<file path="src/rtl/multicycle_ctrl.sv">
// Multi-cycle MIPS sequencer: walks IFETCH/DECODE/EXEC/MEM/WB one instruction at a time, 3-5 cycles each with zero-wait memory.
// Holds mem_req until mem_ready; a stalled access beyond MEM_TIMEOUT cycles halts with bus_err.
module multicycle_ctrl #(
    parameter int MEM_TIMEOUT = 255,
    parameter int CNT_W       = 32
) (
    input  logic             clk,
    input  logic             rst_b,
    input  logic [5:0]       opcode,
    input  logic [5:0]       func,
    input  logic             branch_taken,
    input  logic             mem_ready,
    output logic             mem_req,
    output logic             mem_we,
    output logic             addr_sel,
    output logic             ir_write,
    output logic             pc_write,
    output logic [1:0]       pc_src,
    output logic             reg_write,
    output logic             mem_to_reg,
    output logic             halted,
    output logic             illegal_op,
    output logic             bus_err,
    output logic [CNT_W-1:0] retired
);

    localparam int WC_W = (MEM_TIMEOUT > 1) ? $clog2(MEM_TIMEOUT) : 1;
    localparam logic [WC_W-1:0] WAIT_LIM = WC_W'(MEM_TIMEOUT - 1);

    typedef enum logic [2:0] {
        S_RST = 3'd0, S_IFETCH = 3'd1, S_DECODE = 3'd2, S_EXEC = 3'd3,
        S_MEM = 3'd4, S_WB = 3'd5, S_HALT = 3'd6
    } state_t;

    typedef enum logic [2:0] {
        C_NONE, C_R, C_IMM, C_LOAD, C_STORE, C_BR, C_J, C_JAL
    } cls_t;

    state_t            state_q, state_d;
    cls_t              cls_q, cls_d, dec_cls;
    logic [WC_W-1:0]   wait_q, wait_d;
    logic [CNT_W-1:0]  retired_q;
    logic              ill_q, ill_d, berr_q, berr_d;
    logic              is_sys, is_ill, retire;
    logic              mem_req_q, mem_we_q, addr_sel_q, reg_write_q, mem_to_reg_q, halted_q;
    logic [1:0]        pc_src_q;

    always_comb begin
        dec_cls = C_NONE;
        is_sys  = 1'b0;
        is_ill  = 1'b0;
        case (opcode)
            6'b000000: begin
                if (func == 6'b001100) is_sys = 1'b1;
                else                   dec_cls = C_R;
            end
            6'b001000, 6'b001001, 6'b001100, 6'b001101,
            6'b001110, 6'b001010, 6'b001111:             dec_cls = C_IMM;
            6'b100011, 6'b100000:                        dec_cls = C_LOAD;
            6'b101011, 6'b101000:                        dec_cls = C_STORE;
            6'b000100, 6'b000101, 6'b000110,
            6'b000111, 6'b000001:                        dec_cls = C_BR;
            6'b000010:                                   dec_cls = C_J;
            6'b000011:                                   dec_cls = C_JAL;
            default:                                     is_ill = 1'b1;
        endcase
    end

    always_comb begin
        state_d = state_q;
        cls_d   = cls_q;
        wait_d  = wait_q;
        ill_d   = ill_q;
        berr_d  = berr_q;
        retire  = 1'b0;
        case (state_q)
            S_RST:    state_d = S_IFETCH;
            S_IFETCH, S_MEM: begin
                // A ready on the final allowed cycle still completes normally.
                if (mem_ready) begin
                    wait_d = '0;
                    if (state_q == S_IFETCH)  state_d = S_DECODE;
                    else if (cls_q == C_LOAD) state_d = S_WB;
                    else begin
                        retire  = 1'b1;
                        state_d = S_IFETCH;
                    end
                end else if (wait_q == WAIT_LIM) begin
                    state_d = S_HALT;
                    berr_d  = 1'b1;
                end else begin
                    wait_d = wait_q + 1'b1;
                end
            end
            S_DECODE: begin
                cls_d = dec_cls;
                if (is_sys) state_d = S_HALT;
                else if (is_ill) begin
                    state_d = S_HALT;
                    ill_d   = 1'b1;
                end else state_d = S_EXEC;
            end
            S_EXEC: begin
                case (cls_q)
                    C_R, C_IMM:       state_d = S_WB;
                    C_LOAD, C_STORE:  state_d = S_MEM;
                    C_BR, C_J, C_JAL: begin
                        retire  = 1'b1;
                        state_d = S_IFETCH;
                    end
                    default:          state_d = S_HALT;
                endcase
            end
            S_WB: begin
                retire  = 1'b1;
                state_d = S_IFETCH;
            end
            S_HALT:   state_d = S_HALT;
            default:  state_d = S_HALT;
        endcase
        if (state_d != state_q && (state_d == S_IFETCH || state_d == S_MEM))
            wait_d = '0;
    end

    // Moore strobes are registered from the next state so they come straight off flops.
    always_ff @(posedge clk or negedge rst_b) begin
        if (!rst_b) begin
            state_q      <= S_RST;
            cls_q        <= C_NONE;
            wait_q       <= '0;
            retired_q    <= '0;
            ill_q        <= 1'b0;
            berr_q       <= 1'b0;
            mem_req_q    <= 1'b0;
            mem_we_q     <= 1'b0;
            addr_sel_q   <= 1'b0;
            reg_write_q  <= 1'b0;
            mem_to_reg_q <= 1'b0;
            halted_q     <= 1'b0;
            pc_src_q     <= 2'd0;
        end else begin
            state_q      <= state_d;
            cls_q        <= cls_d;
            wait_q       <= wait_d;
            ill_q        <= ill_d;
            berr_q       <= berr_d;
            if (retire) retired_q <= retired_q + CNT_W'(1);
            mem_req_q    <= (state_d == S_IFETCH) || (state_d == S_MEM);
            mem_we_q     <= (state_d == S_MEM) && (cls_d == C_STORE);
            addr_sel_q   <= (state_d == S_MEM);
            reg_write_q  <= (state_d == S_WB) || (state_d == S_EXEC && cls_d == C_JAL);
            mem_to_reg_q <= (state_d == S_WB) && (cls_d == C_LOAD);
            halted_q     <= (state_d == S_HALT);
            if (state_d == S_EXEC && cls_d == C_BR)                      pc_src_q <= 2'd1;
            else if (state_d == S_EXEC && (cls_d == C_J || cls_d == C_JAL)) pc_src_q <= 2'd2;
            else                                                         pc_src_q <= 2'd0;
        end
    end

    assign ir_write   = (state_q == S_IFETCH) && mem_ready;
    assign pc_write   = ((state_q == S_IFETCH) && mem_ready) ||
                        ((state_q == S_EXEC) && ((cls_q == C_BR && branch_taken) ||
                                                 cls_q == C_J || cls_q == C_JAL));
    assign mem_req    = mem_req_q;
    assign mem_we     = mem_we_q;
    assign addr_sel   = addr_sel_q;
    assign pc_src     = pc_src_q;
    assign reg_write  = reg_write_q;
    assign mem_to_reg = mem_to_reg_q;
    assign halted     = halted_q;
    assign illegal_op = ill_q;
    assign bus_err    = berr_q;
    assign retired    = retired_q;

endmodule

</file>
<file path="config.mk">
export PLATFORM = sky130hd
export DESIGN_NAME = multicycle_ctrl
export DESIGN_NICKNAME = d
export VERILOG_FILES = /design/src/rtl/multicycle_ctrl.sv
export SDC_FILE = /design/constraint.sdc
export NUM_CORES = 1
export LEC_CHECK = 0
export CORE_ASPECT_RATIO = 0.75
export CORE_MARGIN = 5
export CORE_UTILIZATION = 45
export DETAILED_ROUTE_END_ITERATION = 12
export PLACE_DENSITY = 0.72
export SLEW_MARGIN = 10
export SYNTH_ARGS = -nofsm -noshare
export SYNTH_HDL_FRONTEND = slang
export SYNTH_SLANG_ARGS = --single-unit
</file>
<file path="constraint.sdc">
create_clock -name clk -period 2.6 [get_ports clk]
set_clock_uncertainty 0.05 [all_clocks]
set_input_delay 0.52 -clock clk [delete_from_list [all_inputs] [get_ports clk]]
set_output_delay 0.52 -clock clk [all_outputs]
set_load 0.05 [all_outputs]
</file>
* Yosys cells after proc, flatten, opt, wreduce, memory -nomap -nowiden
Index checks and enable logic that the tools add are counted.
** Word-level totals
- Flip-flop bits (word level) :: 56
- Bits of input ports :: 16
** Operators by class
- Multiplexer cells :: 24
- Add/sub/neg operators :: 2
- Bitwise logic cells :: 3
- Reductions and logical operators :: 31
- Equal/unequal tests :: 44
** Operators with widths (number)
- == test 6 x 4 -> 1 bit, second input constant :: 8
- == test 3 bit, second input constant :: 13
- adder 32 x 1 -> 32 bit, second input constant :: 1
- two-way mux 8 bit :: 4
- == test 6 x 3 -> 1 bit, second input constant :: 4
- == test 6 bit, second input constant :: 4
- two-way mux 3 bit :: 7
- one-hot mux 3 bit (7 select lines) :: 1
- OR reduction 19 bit :: 1
- == test 3 x 2 -> 1 bit, second input constant :: 6
- == test 6 x 2 -> 1 bit, second input constant :: 2
- one-hot mux 3 bit (4 select lines) :: 1
- OR reduction 2 bit :: 6
- == test 3 x 1 -> 1 bit, second input constant :: 3
- logical AND 1 bit :: 9
- one-hot mux 3 bit (3 select lines) :: 1
- adder 8 x 1 -> 8 bit, second input constant :: 1
- == test 8 bit, second input constant :: 1
- two-way mux 1 bit :: 7
- OR reduction 7 bit :: 1
- == test 6 x 1 -> 1 bit, second input constant :: 1
- zero test 6 bit :: 1
- logical OR 1 bit :: 6
- AND reduction 3 bit :: 2
- other kinds (10) :: 13

* Logic depth before layout (Yosys ltp)
Gate-level depths: netlist of the first run.
- Word-level depth :: 10
- Depth in mapped cells :: 8
- Depth with buffers taken out :: 8

* Least setup slack after synthesis of the first run
Ideal clock, no wire load.
- Kind :: input -> output
- Start point :: input port mem_ready
- End point :: output port pc_write
- Slack :: -0.410 ns
- Data required time :: 2.030 ns
- Stages :: 4
- Arrival :: 2.440 ns
- Path buffers :: 1
- Cell sequence :: buf_2 inv_1 nor3_1 nand2b_1
** Between the ends
- Cells in the longest elaborated chain, start to end :: 2
** Ends and longest elaborated chain
- start: declaration :: line 12 : input logic mem_ready,
- logical AND 1 bit
- via ir_write :: line 16 : output logic ir_write,
- logical OR 1 bit :: line 161 : assign pc_write = ((state_q == S_IFETCH) && mem_ready) ||
- end: declaration :: line 17 : output logic pc_write,
The timed path passes the listed nets, and every way through them passes these cells.

* Worst setup path after layout of the first run
- Start point :: input port mem_ready
- End point :: output port pc_write
** Between the ends
- Cells in the longest elaborated chain, start to end :: 2
** Ends and longest elaborated chain (line)
- logical AND 1 bit :: 161
- logical OR 1 bit :: 161
Every way passes these cells.

==> results of run 1 <==
-- kinds of logic after synthesis --
kind of cell	count (synthesis)	synth area share
and+or+nand+nor	127	0.243
DFF	56	0.482
AOI/OAI and AO/OA	44	0.108
xor gates and xnor gates	36	0.108
buffers and inverters	16	0.0271
muxes	5	0.0193
adders and majority gates	3	0.0129
-- per-layer routing --
layer	track usage	wire length, µm	vias up
met5	0	0	-
met4	0.0401	106	0
met3	0.0428	306	10
met2	0.260	3030	53
met1	0.249	3140	1132
li1	-	-	1149
-- power groups by stage --
stage                     combinational [µW]  sequential, µW  clock (µW)
final                                   94.1             876         475
after floorplan                         31.8             897           0
after CTS                               95.3             876         490
after global routing                     106             877         527
after detailed placement                95.1             893           0
after global placement                  93.4             893           0
-- stage by stage --
stage / std cells / instance area (µm²) / total power, µW
global placement: 431 / 3670 / 987
detailed placement: 431 / 3670 / 988
global route: 439 / 3760 / 1510
CTS: 439 / 3760 / 1460
finish: 439 / 3760 / 1450
floorplan: 287 / 2920 / 929
-- cells in the mapped netlist (3+ instances only) --
| cell | count |
|---|---|
| dfrtp_1 | 56 |
| nor2_1 | 29 |
| xnor2_1 | 24 |
| nand2_1 | 23 |
| nand3_1 | 16 |
| xor2_1 | 12 |
| nor3_1 | 11 |
| a21oi_1 | 10 |
| inv_1 | 9 |
| and3_1 | 8 |
| o21ai_0 | 8 |
| nand4_1 | 7 |
| nand3b_1 | 4 |
| nor2b_1 | 4 |
| and3b_1 | 3 |
| and4_1 | 3 |
| buf_2 | 3 |
| ha_1 | 3 |
-- critical path: stages --
cell and delay, ns:
clkdlybuf4s50_1 0.52, inv_1 0.12, nor3_2 0.25, nand2b_1 0.19
buf_12 0.15
-- area by class of cell --
type | count | area [µm²] | share of cell area
Multi-Input combinational cell | 215 | 1440 | 0.381
Sequential cell | 56 | 1400 | 0.372
Timing Repair Buffer | 70 | 701 | 0.186
Tap cell | 81 | 101 | 0.0269
Clock buffer | 5 | 68.8 | 0.0183
Inverter | 9 | 33.8 | 0.00898
Clock inverter | 3 | 21.3 | 0.00565
-- worst max path at each step --
stage / endpoint / slack (ns)
floorplan: pc_write / 0.05
global placement: wait_q[1] / 0.08
detailed placement: mem_we / 0.01
CTS: pc_write / 0.27
global route: pc_write / 0.15
finish: pc_write / 0.28
==> flow_summary.yaml, run 1 <==
placement:
  placement.io_buffers: 59
  dp_hpwl_um: 4970
  gp_congestion: 0.827
  place_ws_ns: 0.00974
pwr:
  irDropWorstVdd_mv: 0.295
  combPwrFrac: 0.065
  clockPowerShare: 0.329
  p_int_uw: 1110
  power.leakage_uw: 0.00167
  power_density_nw_per_um2: 384
  seqPwrFrac: 0.606
  p_sw_uw: 337
  switching_share: 0.233
worst_setup_path:
  reg2reg_depth: 6
  r2r_start: "state_q[2]"
  critical_path.startpoint: "mem_ready"
  r2r-end: "wait_q[3]"
  critPathKind: "in -> out"
  cp-end-kind: "output pin"
  worstSetupStartpointType: "primary input"
  crit_arrival_ns: 1.75
  ff2ff_setup_slack_ns: 0.40
  required_ns: 2.03
  cp_max_fo: 5
timing:
  hold_viol: 0
  max_slew.worst_pin.slew_ns: 0.625
  fmax_ghz: 0.431
  holdWs_ns: 0.174
  setup_ws_ns: 0.279
  fin_crit_sh: 0.893
  rsz0062_at_grt: "no"
  min_period_ns: 2.32
  setup_violations: 0
  maxSlewHeadroom: 0.584
  tns_ns: 0
  slew_viol_final: 0
cells_and_area:
  nets: 376
  fin_util: 0.598
  area_growth_pct: 29.3
  drive_gt1_frac: 0.109
  largest_reg_flops: 32
  n_fill_cell: 516
  antenna_cells: 0
  final_cell_mix: "dfrtp_1 (56), clkdlybuf4s50_1 (56), nor2_1 (29)"
routing:
  wl_per_cell_um: 15.0
  drt-pass1-iter-count: 4
  vias: 2344
  vias_per_cell: 5.34
  drc: 0
  drt_iter0_markers: 157
  ant_nets: 0
  detail_route.wirelength_um: 6590
synthesis:
  synth_edf_count: 0
  synth_top_area_frac: 0.482
  synth_flop_cell: "dfrtp_1"
  synth_cell_types: 60
  async_reset_ff_frac: 1.00
  yosys_warnings: 0
  ys_seq_area_frac: 0.482
  synthTopCellsByArea: "dfrtp_1 (48%), xnor2_1 (7.2%), nor2_1 (3.7%)"
  synth_cells: 287
  synth.net_count: 306
  yosysTopAreaCell: "dfrtp_1"
  synthesis.area_um2: 2910
  syn_area_per_cell_um2: 10.1
  ys_ff_latch: 56
floorplan:
  core_um2: 6290
  die_h_um: 79.6
  fp.dieArea_um2: 8190
  ioPinCount: 60
  dieWidth_um: 103
  fp-row-count: 25
  start_util: 0.463
status:
  status: "finished, final reports clean"
clock_network:
  clkSinkCount: 56
  cts_resized: 0
  ctsRootBufferMaster: "clkbuf_8"
  cts_tree: "built"
  cts_buffer_depth: 2
  ctsHtreeMaxLevel: 2
  worstSkewPairLatency_ns: 0.30
  hold_buffers: 0
  cts_buffers: 5
  post_cts_buffers: 0
  path_clk_slew_ns: 0.10
job:
  drv_cap: 0
worst_hold_path:
  hold_class: "in -> async"
grt:
  grt_usage: 0.172
  grt_pass1_wl_um: 11400
  grt_max_degree: 31
  grt_pass1_vias: 2375
  antenna_found_initial: 0
  grt_overflow: 0
Power figures use the tool's default switching activity.
==> run 2, diff against run 1 <==
- RECOVER_POWER: default -> 50
==> flow_summary.yaml, run 2 (same netlist as run 1, synthesis figures left out) <==
timing:
  holdWs_ns: 0.426
  tns_ns: 0
  hold_viol: 0
  max_slew.worst_pin.slew_ns: 1.35
  min_period_ns: 2.46
  maxSlewHeadroom: 0.0996
  fin_crit_sh: 0.946
  fmax_ghz: 0.407
  slew_viol_final: 0
  rsz0062_at_grt: "no"
  setup_violations: 0
cells_and_area:
  antenna_cells: 0
  largest_reg_flops: 32
  drive_gt1_frac: 0.0978
  final_cell_count_no_fill: 439
  ff_latch_area_um2: 1400
  final_cell_mix: "dfrtp_1 (56), clkdlybuf4s50_1 (47), nor2_1 (29)"
  nets: 376
  final_common_cell: "dfrtp_1"
  multi_input_comb_area_um2: 1430
  n_fill_cell: 519
  stdcell_area_um2: 3730
  area_growth_pct: 28.3
routing:
  drt-pass1-iter-count: 4
  wl_per_cell_um: 14.9
  ant_nets: 0
  drc: 0
  vias_per_cell: 5.35
  drt_iter0_markers: 163
  vias: 2348
  detail_route.wirelength_um: 6540
placement:
  dp.cells: 431
  placement.io_buffers: 59
  gp_congestion: 0.827
  dp_hpwl_um: 4970
  place_area_um2: 3670
clock_network:
  path_clk_slew_ns: 0.10
  cts_buffer_depth: 2
  clkSinkCount: 56
  cts_buffers: 5
  hold_buffers: 0
  ctsRootBufferMaster: "clkbuf_8"
  ctsHtreeMaxLevel: 2
  cts_resized: 0
  post_cts_buffers: 0
  cts_tree: "built"
  worstSkewPairLatency_ns: 0.30
worst_setup_path:
  ff2ff_setup_slack_ns: 0.39
  cp-end-kind: "register"
  cp_slowest_cell: "dlygate4sd3_1"
  reg2reg_depth: 6
  crit_path_cell_trace: "dlygate4sd3_1 > clkbuf_1 > a21oi_1 > or3_1 > a32o_1 > a21boi_4 > nor2_1"
  cp_max_fo: 8
  max_stage_delay_ns: 0.58
  r2r-end: "wait_q[3]"
  crit_arrival_ns: 2.59
  required_ns: 2.74
  r2r_start: "state_q[2]"
  worstSetupStartpointType: "primary input"
  critPathKind: "in -> reg"
pwr:
  power_density_nw_per_um2: 386
  irDropWorstVdd_mv: 0.293
  p_total_uw: 1440
  power.leakage_uw: 0.00167
floorplan:
  core_um2: 6290
  fp.dieArea_um2: 8190
  start_util: 0.463
  fp-row-count: 25
  die_h_um: 79.6
  ioPinCount: 60
  dieWidth_um: 103
job:
  drv_cap: 0
grt:
  antenna_found_initial: 0
  grt_overflow: 0
  grt_usage: 0.172
  grt_pass1_wl_um: 11400
  grt_pass1_vias: 2375
  grt_max_degree: 31
worst_hold_path:
  min_from: "illegal_op"
  whs_path_depth: 1
  hold_class: "reg -> reg"
  holdPathEnd: "illegal_op"
status:
  status: "finished, final reports clean"
## run 2: where the power goes
group          internal (µW)  switching (µW)
logic                   38.6            50.5
registers                873            2.74
clock network            192             282
total                   1100             336
## run 2: worst max-delay path: cells and delay by family
| family | cells | cell delay (ns) |
|---|---|---|
| buffers and inverters | 2 | 0.91 |
| AOI/OAI and AO/OA | 3 | 0.68 |
| and+or+nand+nor | 2 | 0.48 |
## run 2: area by class of cell
type / count / share of cell area
clock buffers: 5 / 0.0184
multi-input cells: 215 / 0.383
flip-flops and latches: 56 / 0.375
inverters: 9 / 0.00905
well taps: 81 / 0.0271
clock inverters: 3 / 0.00570
repair buffers: 70 / 0.181
## run 2: how the worst max path moves through the flow
| stage | from | endpoint | slack [ns] | cells past startpoint |
|---|---|---|---|---|
| global placement | opcode[0] | wait_q[1] | 0.08 | 7 |
| finish | mem_ready | wait_q[3] | 0.14 | 7 |
| detailed placement | opcode[5] | mem_we | 0.01 | 7 |
| floorplan | mem_ready | pc_write | 0.05 | 4 |
| global route | mem_ready | wait_q[3] | 0.08 | 7 |
| CTS | mem_ready | pc_write | 0.27 | 5 |
## run 2: routing by layer
| layer | global-route usage | vias up | part of all wire |
|---|---|---|---|
| met3 | 0.0428 | 8 | 0.045 |
| met2 | 0.260 | 47 | 0.46 |
| li1 | - | 1149 | - |
| met4 | 0.0401 | 0 | 0.014 |
| met1 | 0.249 | 1144 | 0.48 |
| met5 | 0 | - | 0 |
## run 2: stage by stage
step	utilization	worst slack [ns]
floorplan	-	0.0507
global placement	0.584	0.0839
detailed placement	0.584	0.00974
CTS	0.598	0.269
global route	0.594	0.0781
finish	0.594	0.141
==> run 3, diff against run 2 <==
- GPL_ROUTABILITY_DRIVEN: default -> 0
==> results of run 3 <==
Final layout, timing and power as in run 2 (identical DEF).
